$ cat config.mk
export PLATFORM = sky130hd
export DESIGN_NAME = cti8_intc
export DESIGN_NICKNAME = d
export VERILOG_FILES = /design/src/rtl/cti8_intc_pkg.sv /design/src/rtl/cti8_sync.sv /design/src/rtl/cti8_intc.sv
export SDC_FILE = /design/constraint.sdc
export NUM_CORES = 1
export LEC_CHECK = 0
export CORE_ASPECT_RATIO = 0.7
export CORE_MARGIN = 4
export CORE_UTILIZATION = 54
export DETAILED_ROUTE_END_ITERATION = 8
export PLACE_DENSITY = 0.75
export SLEW_MARGIN = 20
export SYNTH_ARGS = -nofsm -noshare
export SYNTH_HDL_FRONTEND = slang
export SYNTH_HIERARCHICAL = 1
export SYNTH_SLANG_ARGS = --single-unit
$ cat constraint.sdc
create_clock -name clk -period 2.75 [get_ports clk]
set_input_delay 0.6875 -clock clk [delete_from_list [all_inputs] [get_ports clk]]
set_output_delay 0.6875 -clock clk [all_outputs]
set_load 0.05 [all_outputs]
$ cat src/rtl/cti8_intc_pkg.sv
// Shared definitions for the CTI-8 interrupt controller: register map,
// channel limit, "no vector" code and the fixed-priority encoder.
package cti8_intc_pkg;

  localparam int unsigned MAX_IRQ  = 8;
  localparam logic [7:0]  VEC_NONE = 8'hFF;

  typedef enum logic [2:0] {
    INTC_PEND = 3'd0,
    INTC_MASK = 3'd1,
    INTC_MODE = 3'd2,
    INTC_NSEL = 3'd3,
    INTC_VEC  = 3'd4
  } intc_reg_e;

  // Lowest-numbered set bit wins; VEC_NONE when nothing is set.
  // Scans from the top down so the last hit is the lowest index.
  function automatic logic [7:0] prio_enc(input logic [MAX_IRQ-1:0] act);
    logic [7:0] v;
    v = VEC_NONE;
    for (int unsigned i = MAX_IRQ; i > 0; i--) begin
      if (act[i-1]) v = 8'(i - 1);
    end
    return v;
  endfunction

endpackage

$ cat src/rtl/cti8_sync.sv
// Per-bit multi-stage synchroniser for asynchronous inputs, async reset to 0.
module cti8_sync #(
  parameter int unsigned WIDTH  = 1,
  parameter int unsigned STAGES = 2
) (
  input  logic             clk,
  input  logic             rst,
  input  logic [WIDTH-1:0] d,
  output logic [WIDTH-1:0] q
);

  logic [WIDTH-1:0] stage [STAGES];

  // Shift the raw input through STAGES flops
  always_ff @(posedge clk or posedge rst) begin
    if (rst) begin
      for (int unsigned i = 0; i < STAGES; i++) stage[i] <= '0;
    end else begin
      stage[0] <= d;
      for (int unsigned i = 1; i < STAGES; i++) stage[i] <= stage[i-1];
    end
  end

  assign q = stage[STAGES-1];

endmodule

$ cat src/rtl/cti8_intc.sv
// CTI-8 interrupt controller: up to 8 edge/level channels, each maskable and
// routable to IRQ or NMI, with a priority vector register that acknowledges
// edge channels when read.
module cti8_intc
  import cti8_intc_pkg::*;
#(
  parameter int unsigned NUM_IRQ     = 8,
  parameter int unsigned SYNC_STAGES = 2
) (
  input  logic               clk,
  input  logic               rst,
  input  logic               clk_en,
  input  logic               cs,
  input  logic [2:0]         addr,
  input  logic               wr,
  input  logic               rd,
  input  logic [7:0]         wdata,
  output logic [7:0]         rdata,
  input  logic [NUM_IRQ-1:0] src,
  output logic               irq,
  output logic               nmi
);

  logic [NUM_IRQ-1:0] src_s, src_prev, edge_det;
  logic [NUM_IRQ-1:0] pend, mask, mode, nsel;
  logic [NUM_IRQ-1:0] w1c, ack, active, pend_nxt;
  logic [MAX_IRQ-1:0] act_irq_ext, ack_ext;
  logic [7:0]         vec;
  logic               wr_en, rd_en;

  cti8_sync #(
    .WIDTH  (NUM_IRQ),
    .STAGES (SYNC_STAGES)
  ) u_sync (
    .clk (clk),
    .rst (rst),
    .d   (src),
    .q   (src_s)
  );

  assign wr_en = clk_en & cs & wr;
  assign rd_en = clk_en & cs & rd & ~wr;

  // Active set, IRQ vector, and the clear strobes derived from bus accesses
  always_comb begin
    active      = pend & mask;
    act_irq_ext = '0;
    act_irq_ext[NUM_IRQ-1:0] = active & ~nsel;
    vec         = prio_enc(act_irq_ext);
    ack_ext     = '0;
    if (rd_en && addr == INTC_VEC && vec != VEC_NONE) ack_ext[vec[2:0]] = 1'b1;
    ack         = ack_ext[NUM_IRQ-1:0];
    w1c         = (wr_en && addr == INTC_PEND) ? wdata[NUM_IRQ-1:0] : '0;
    edge_det    = src_s & ~src_prev;
    // Edge channels: set beats clear. Level channels: follow the input.
    pend_nxt    = (mode & (edge_det | (pend & ~(w1c | ack)))) | (~mode & src_s);
  end

  // Edge history, pending state and registered interrupt outputs run every clk
  always_ff @(posedge clk or posedge rst) begin
    if (rst) begin
      src_prev <= '0;
      pend     <= '0;
      irq      <= 1'b0;
      nmi      <= 1'b0;
    end else begin
      src_prev <= src_s;
      pend     <= pend_nxt;
      irq      <= |(active & ~nsel);
      nmi      <= |(active & nsel);
    end
  end

  // Configuration registers, written only on qualified bus cycles
  always_ff @(posedge clk or posedge rst) begin
    if (rst) begin
      mask <= '0;
      mode <= '1;
      nsel <= '0;
    end else if (wr_en) begin
      case (addr)
        INTC_MASK: mask <= wdata[NUM_IRQ-1:0];
        INTC_MODE: mode <= wdata[NUM_IRQ-1:0];
        INTC_NSEL: nsel <= wdata[NUM_IRQ-1:0];
        default:   ;
      endcase
    end
  end

  // Combinational read mux; unused channel bits read as 0
  always_comb begin
    rdata = '0;
    case (addr)
      INTC_PEND: rdata[NUM_IRQ-1:0] = pend;
      INTC_MASK: rdata[NUM_IRQ-1:0] = mask;
      INTC_MODE: rdata[NUM_IRQ-1:0] = mode;
      INTC_NSEL: rdata[NUM_IRQ-1:0] = nsel;
      INTC_VEC:  rdata = vec;
      default:   rdata = '0;
    endcase
  end

endmodule

==> run summary, run 1 <==
Status: finished clean
Drt drc: 0
Number of buffers created by CTS: 9
Reg-to-reg startpoint: mask[4]
Syn. warnings: 6
Layout Skew: 0.00662 ns
Final Net Count: 282
Layout cells sized above 1: 0.336
Die height: 66.6 um
Port bufs: 34
Syn Area/Cell: 12.6 um2
Setup TNS: 0 ns
Tot GR Track Use: 0.226
Fmax: 370 MHz
WL/cell: 18.8 um
Yosys reg bits: 58
Maximum vdd drop: 549 uV
Worst Path Required: 2.06 ns
Area growth, synth to finish: 31.5%
Slew Limit Headroom: 0.496
Initial Util: 0.557
Routed vias/inst: 5.81
Hold Path Origin: u_sync/stage[15]
Max incr delay on CP: 0.26 ns
First-pass iteration count of the detailed router: 4
Netlist cell types: 37
Hold_ws: 0.350 ns
CTS tree: built
Share of the synthesized area in the top cell type: 0.472
Initial antenna violation count: 0
Syn_nets: 235
CORE AREA: 4760 um2
Site row count: 21
Cells after synthesis: 210
Starting DRT DRC Count: 257
Core Util, Final: 0.733
Worst-Margin Slew: 0.756 ns
First-pass GRT wire length: 9970 um
Top cells by area, synth: dfrtp_1, mux2_2, dfstp_2
Clock root cell: clkbuf_8
Final worst-path cycle share: 0.983
Worst setup EP type: output port
Max-slew violation count: 0
Non-Filler Instances: 331
Vias in the first global route: 1890
CP Launch Type: input pin
Die ar.: 6110 um2
Crit Path Max Fanout: 7
Power per Cell Area: 754 nW/um2
DP Cell Count: 312
Largest area contributor in the netlist: dfrtp_1
Critical path class: in -> out
Max clock buf depth: 2
RD Place Congestion: 0.898
# diodes: 0
Final setup violation count: 0
Clock transition at path regs: 0.07 ns
Die W: 91.7 um
Clk Latency, worst-skew pair: 0.34 ns
Antenna Nets Post-Route: 0
Pin count of the biggest net entering global routing: 43
Syn Std Cell Area: 2650 um2
Vias: 1924
Classification of the worst-slack hold path: reg -> reg
Post-synth top flop: dfrtp_1
Post-synth EDFFs: 0
Crit path cell chain: dlygate4sd2_1 -> buf_12 -> buf_4 -> nor3b_4 -> nand4_1 -> buf_4 -> nand2_2 -> buf_12
Fin crit period: 2.70 ns
Count leader, synth: dfrtp_1
H-tree lvl count: 3
Synth cell count leaders: dfrtp_1, nand2_1, mux2_2
Post-DP HPWL: 4300 um
Synth async-reset ratio: 1.00
Total routed wirelength: 6230 um
Hold Violations, Final: 0
Lkg Pwr: 1.55 nW
CTS Hold Bufs: 0
Gr ovfl total: 0
Max-cap violations: 0
Worst EP arrival: 2.02 ns
Seq/Total Area, Yosys: 0.551
RSZ-0062 raised after global routing: false
# clock sinks: 58
Critical Path Slowest Stage Cell: dlygate4sd2_1
Worst setup path start: addr[0]
# IOs: 35
## report_power, final
group          total (W)  internal (W)  leakage [nW]  switching, W
clock           0.000890      0.000560         0.117      0.000330
sequential       0.00110      0.000991         0.685      0.000108
combinational   0.000641      0.000314         0.749      0.000327
## critical path: cells and delay by family
family,cells,cell delay (ns)
and+or+nand+nor,3,0.42
buffers and inverters,5,0.91
## worst paths after layout
check                      depth (start not counted)  slack (ns)     endpoint
setup / recovery                                   8        0.05     rdata[3]
hold / removal                                     0        0.35  u_sync/q[7]
setup reg to reg                                   4        0.73      pend[3]
hold reg to reg                                    0        0.35  u_sync/q[7]
max in group asynchronous                          2        1.45  u_sync/q[5]
min in group asynchronous                          2        0.82  u_sync/q[6]
## flip-flops by register name (all words and copies together), names as in the netlist
| register | cells |
|---|---|
| irq | 1 |
| mask | 8 |
| mode | 8 |
| nmi | 1 |
| nsel | 8 |
| pend | 8 |
| src_prev | 8 |
| u_sync/q | 8 |
| u_sync/stage | 8 |
## through the flow
step,instance area [um2],total power [W],setup slack (ns)
floorplan,2660,0.00149,0.0807
global placement,3170,0.00170,-0.218
detailed placement,3170,0.00172,-0.225
CTS,3470,0.00264,0.0385
global route,3490,0.00275,0.00580
finish,3490,0.00263,0.0472
## per-layer routing
layer	routed length (um)	track usage	up-vias
li1	-	-	875
met5	0	0	-
met3	629	0.0903	12
met1	2730	0.304	943
met2	2750	0.327	94
met4	116	0.0944	0
## cell usage in the layout, fill, tap and decap left out, types with 2 or more instances in the layout
cell and n:
nand4_1 4, and3_1 4, and3b_1 8, dfstp_2 8, buf_4 11, mux4_2 7
a21oi_1 7, nand3_1 3, nand3b_1 6, nand2_2 5, buf_12 10, or4_1 2
a31oi_1 5, clkbuf_8 11, buf_6 2, o2111ai_1 2, a32o_1 2, a22o_1 7
bufinv_16 2, clkdlybuf4s50_1 24, mux2_2 24, nand2_1 27, inv_1 3, dlygate4sd2_1 2
nor2_1 3, o211ai_1 2, dfrtp_1 50, and4b_1 2
## timing repair
item                       in CTS  in global routing
resized for setup               7                  2
buffers inserted                3                  0
setup endpoints to repair       8                  4
pin swaps                       0                  1
hold endpoints to repair        0                  0
## layout make-up
type | instances | area, um2
clock buffer | 12 | 155
tap | 69 | 86.3
fill | 314 | 1270
timing repair buffer | 49 | 563
clock inverter | 4 | 73.8
inverter | 3 | 11.3
sequential | 58 | 1460
multi-input combinational | 136 | 1130
## kinds of logic (layout without fill, tap and decap cells)
| kind of cell | Yosys count | count (layout) | share of synthesized area |
|---|---|---|---|
| compound gates | 30 | 30 | 0.0822 |
| buf+inv | 16 | 68 | 0.0345 |
| flops | 58 | 58 | 0.551 |
| mux | 32 | 32 | 0.171 |
| simple gates | 74 | 74 | 0.161 |
Note: power is estimated with default switching activity, not from simulation.
==> run 2: changes to the inputs <==
- PLACE_DENSITY: 0.75 -> 0.82
==> run 2 against run 1 <==
  * Power fell by 4.3%
  * Via count grew 0.21%
  * Design area fell by 3.2%
  * First-iteration DRC count shrank 6.6%
  * Core utilization shrank 2.3 points
  * Register-to-register slack got worse by 0.09 ns
  * Sequential cell count is the same
  * Critical path depth down 3
  * Global-route usage about the same
  * Cell count is 0.60% lower
  * Clock-buffer cell count up 1
  * Clock skew is 0.0026 ns higher
  * Critical endpoint is now rdata[0]
  * Largest cell class unchanged
==> run summary, run 2 (same netlist as run 1, synthesis figures left out) <==
# clock sinks: 58
CP Launch Type: flop
Die W: 91.7 um
Port bufs: 34
Pint: 0.00177 W
Max clock buf depth: 2
Starting DRT DRC Count: 240
Crit Path Max Fanout: 5
Gr ovfl total: 0
Crit path cell chain: and3b_2 -> a211o_1 -> o21ai_2 -> a22o_1 -> buf_4
Reg2reg path depth: 5
Post-DP HPWL: 4310 um
Critical Path Slowest Stage Cell: dfrtp_1
Sw frac: 0.298
Hold Path Origin: u_sync/stage[9]
Initial antenna violation count: 0
CP Buf/Inv Count: 1
Power per Cell Area: 746 nW/um2
Core Util, Final: 0.710
Die height: 66.6 um
Layout cells sized above 1: 0.335
Area growth, synth to finish: 27.3%
CORE AREA: 4760 um2
Hold endpoint: u_sync/q[1]
Slew Limit Headroom: 0.538
Finished Cell Area: 3370 um2
Tot GR Track Use: 0.226
Lkg Pwr: 1.50 nW
Clock root cell: clkbuf_8
Max-slew violation count: 0
# diodes: 0
Worst setup margin: 0.115 ns
Area of placed instances: 3150 um2
Final setup violation count: 0
Number of buffers created by CTS: 9
R2R Path End: pend[5]
DP Cell Count: 311
Max incr delay on CP: 0.41 ns
Hold Violations, Final: 0
Worst-Margin Slew: 0.692 ns
Non-Filler Instances: 329
Fmax: 380 MHz
Seq pwr share: 0.435
Maximum vdd drop: 419 uV
Max-cap violations: 0
Commonest non-fill, non-tap cell in the layout: dfrtp_1
WHS Path Cells: 0
Crit path max-delay family: compound AO/OA/AOI/OAI gates
Final Net Count: 280
Critical path class: reg -> out
Final worst-path cycle share: 0.958
CTS tree: built
Reg-to-reg startpoint: mask[4]
Most frequent cells in the layout: dfrtp_1, nand2_1, mux2_2, clkdlybuf4s50_1, buf_4
Total Power: 0.00252 W
First-pass iteration count of the detailed router: 4
Worst EP arrival: 1.95 ns
DP Worst Slack: -0.237 ns
Vias: 1928
Fin crit period: 2.63 ns
Clk Latency, worst-skew pair: 0.35 ns
Clock transition at path regs: 0.06 ns
# IOs: 35
Classification of the worst-slack hold path: reg -> reg
Routed vias/inst: 5.86
Reg2Reg Setup Slack: 0.64 ns
H-tree lvl count: 3
Total routed wirelength: 6060 um
First-pass GRT wire length: 9870 um
NetSw: 0.000750 W
Layout Skew: 0.00917 ns
Combinational Power Share: 0.253
Drt drc: 0
Worst Path Required: 2.06 ns
Worst setup EP type: output port
Site row count: 21
Clk pwr share: 0.312
Vias in the first global route: 1841
Die ar.: 6110 um2
Status: finished clean
Antenna Nets Post-Route: 0
WL/cell: 18.4 um
Pin count of the biggest net entering global routing: 43
RD Place Congestion: 0.926
Initial Util: 0.557
run 2: cell types whose count changed in the layout (fill, tap and decap cells not counted), sizes merged:
cell	delta
dlygate4sd2	-1
bufinv	-1
buf	-2
clkbuf	+2
run 2: area by class of cell:
class,instances,area (um2)
clock buffer,13,159
clock inverter,3,40.0
fill,333,1380
inverter,3,11.3
multi-input combinational,136,1130
sequential,58,1460
tap,69,86.3
timing repair buffer,47,487
run 2: worst max path at each step:
stage                  from       end  slack (ns)  cells past startpoint
floorplan           addr[0]  rdata[4]        0.08                      5
global placement    addr[0]  rdata[0]       -0.23                      5
detailed placement  addr[0]  rdata[0]       -0.24                      5
CTS                 addr[0]  rdata[0]        0.02                      5
global route        mask[4]  rdata[0]      -0.004                      5
finish              mask[4]  rdata[0]        0.12                      5
run 2: what timing repair did:
item                       in CTS  in global routing
pin swaps                       0                  1
hold endpoints to repair        0                  0
buffers inserted                0                  2
resized for setup               4                  5
setup endpoints to repair       8                  5
hold buffers                    0                  0
run 2: power groups by stage:
stage / Sequential, W / Combinational, W / Clock [W]
final: 0.00110 / 0.000636 / 0.000785
after global routing: 0.00111 / 0.000679 / 0.000856
after CTS: 0.00109 / 0.000611 / 0.000807
after detailed placement: 0.00111 / 0.000605 / 0
after global placement: 0.00110 / 0.000592 / 0
after floorplan: 0.00112 / 0.000374 / 0
run 2: layer usage:
layer  global-route usage  vias to the layer above  wire length [um]
li1                     -                      870                 -
met1                0.314                      956              2640
met2                0.310                       88              2680
met3                0.103                       14               602
met4               0.0815                        0               133
met5                    0                        -                 0
run 2: through the flow:
| stage | setup TNS [ns] | hold WS, ns |
|---|---|---|
| after CTS | 0 | 0.351 |
| final | 0 | 0.348 |
| after detailed placement | -1.37 | 0.337 |
| after global placement | -1.45 | 0.332 |
| after global routing | -0.00442 | 0.354 |
| after floorplan | 0 | 0.331 |
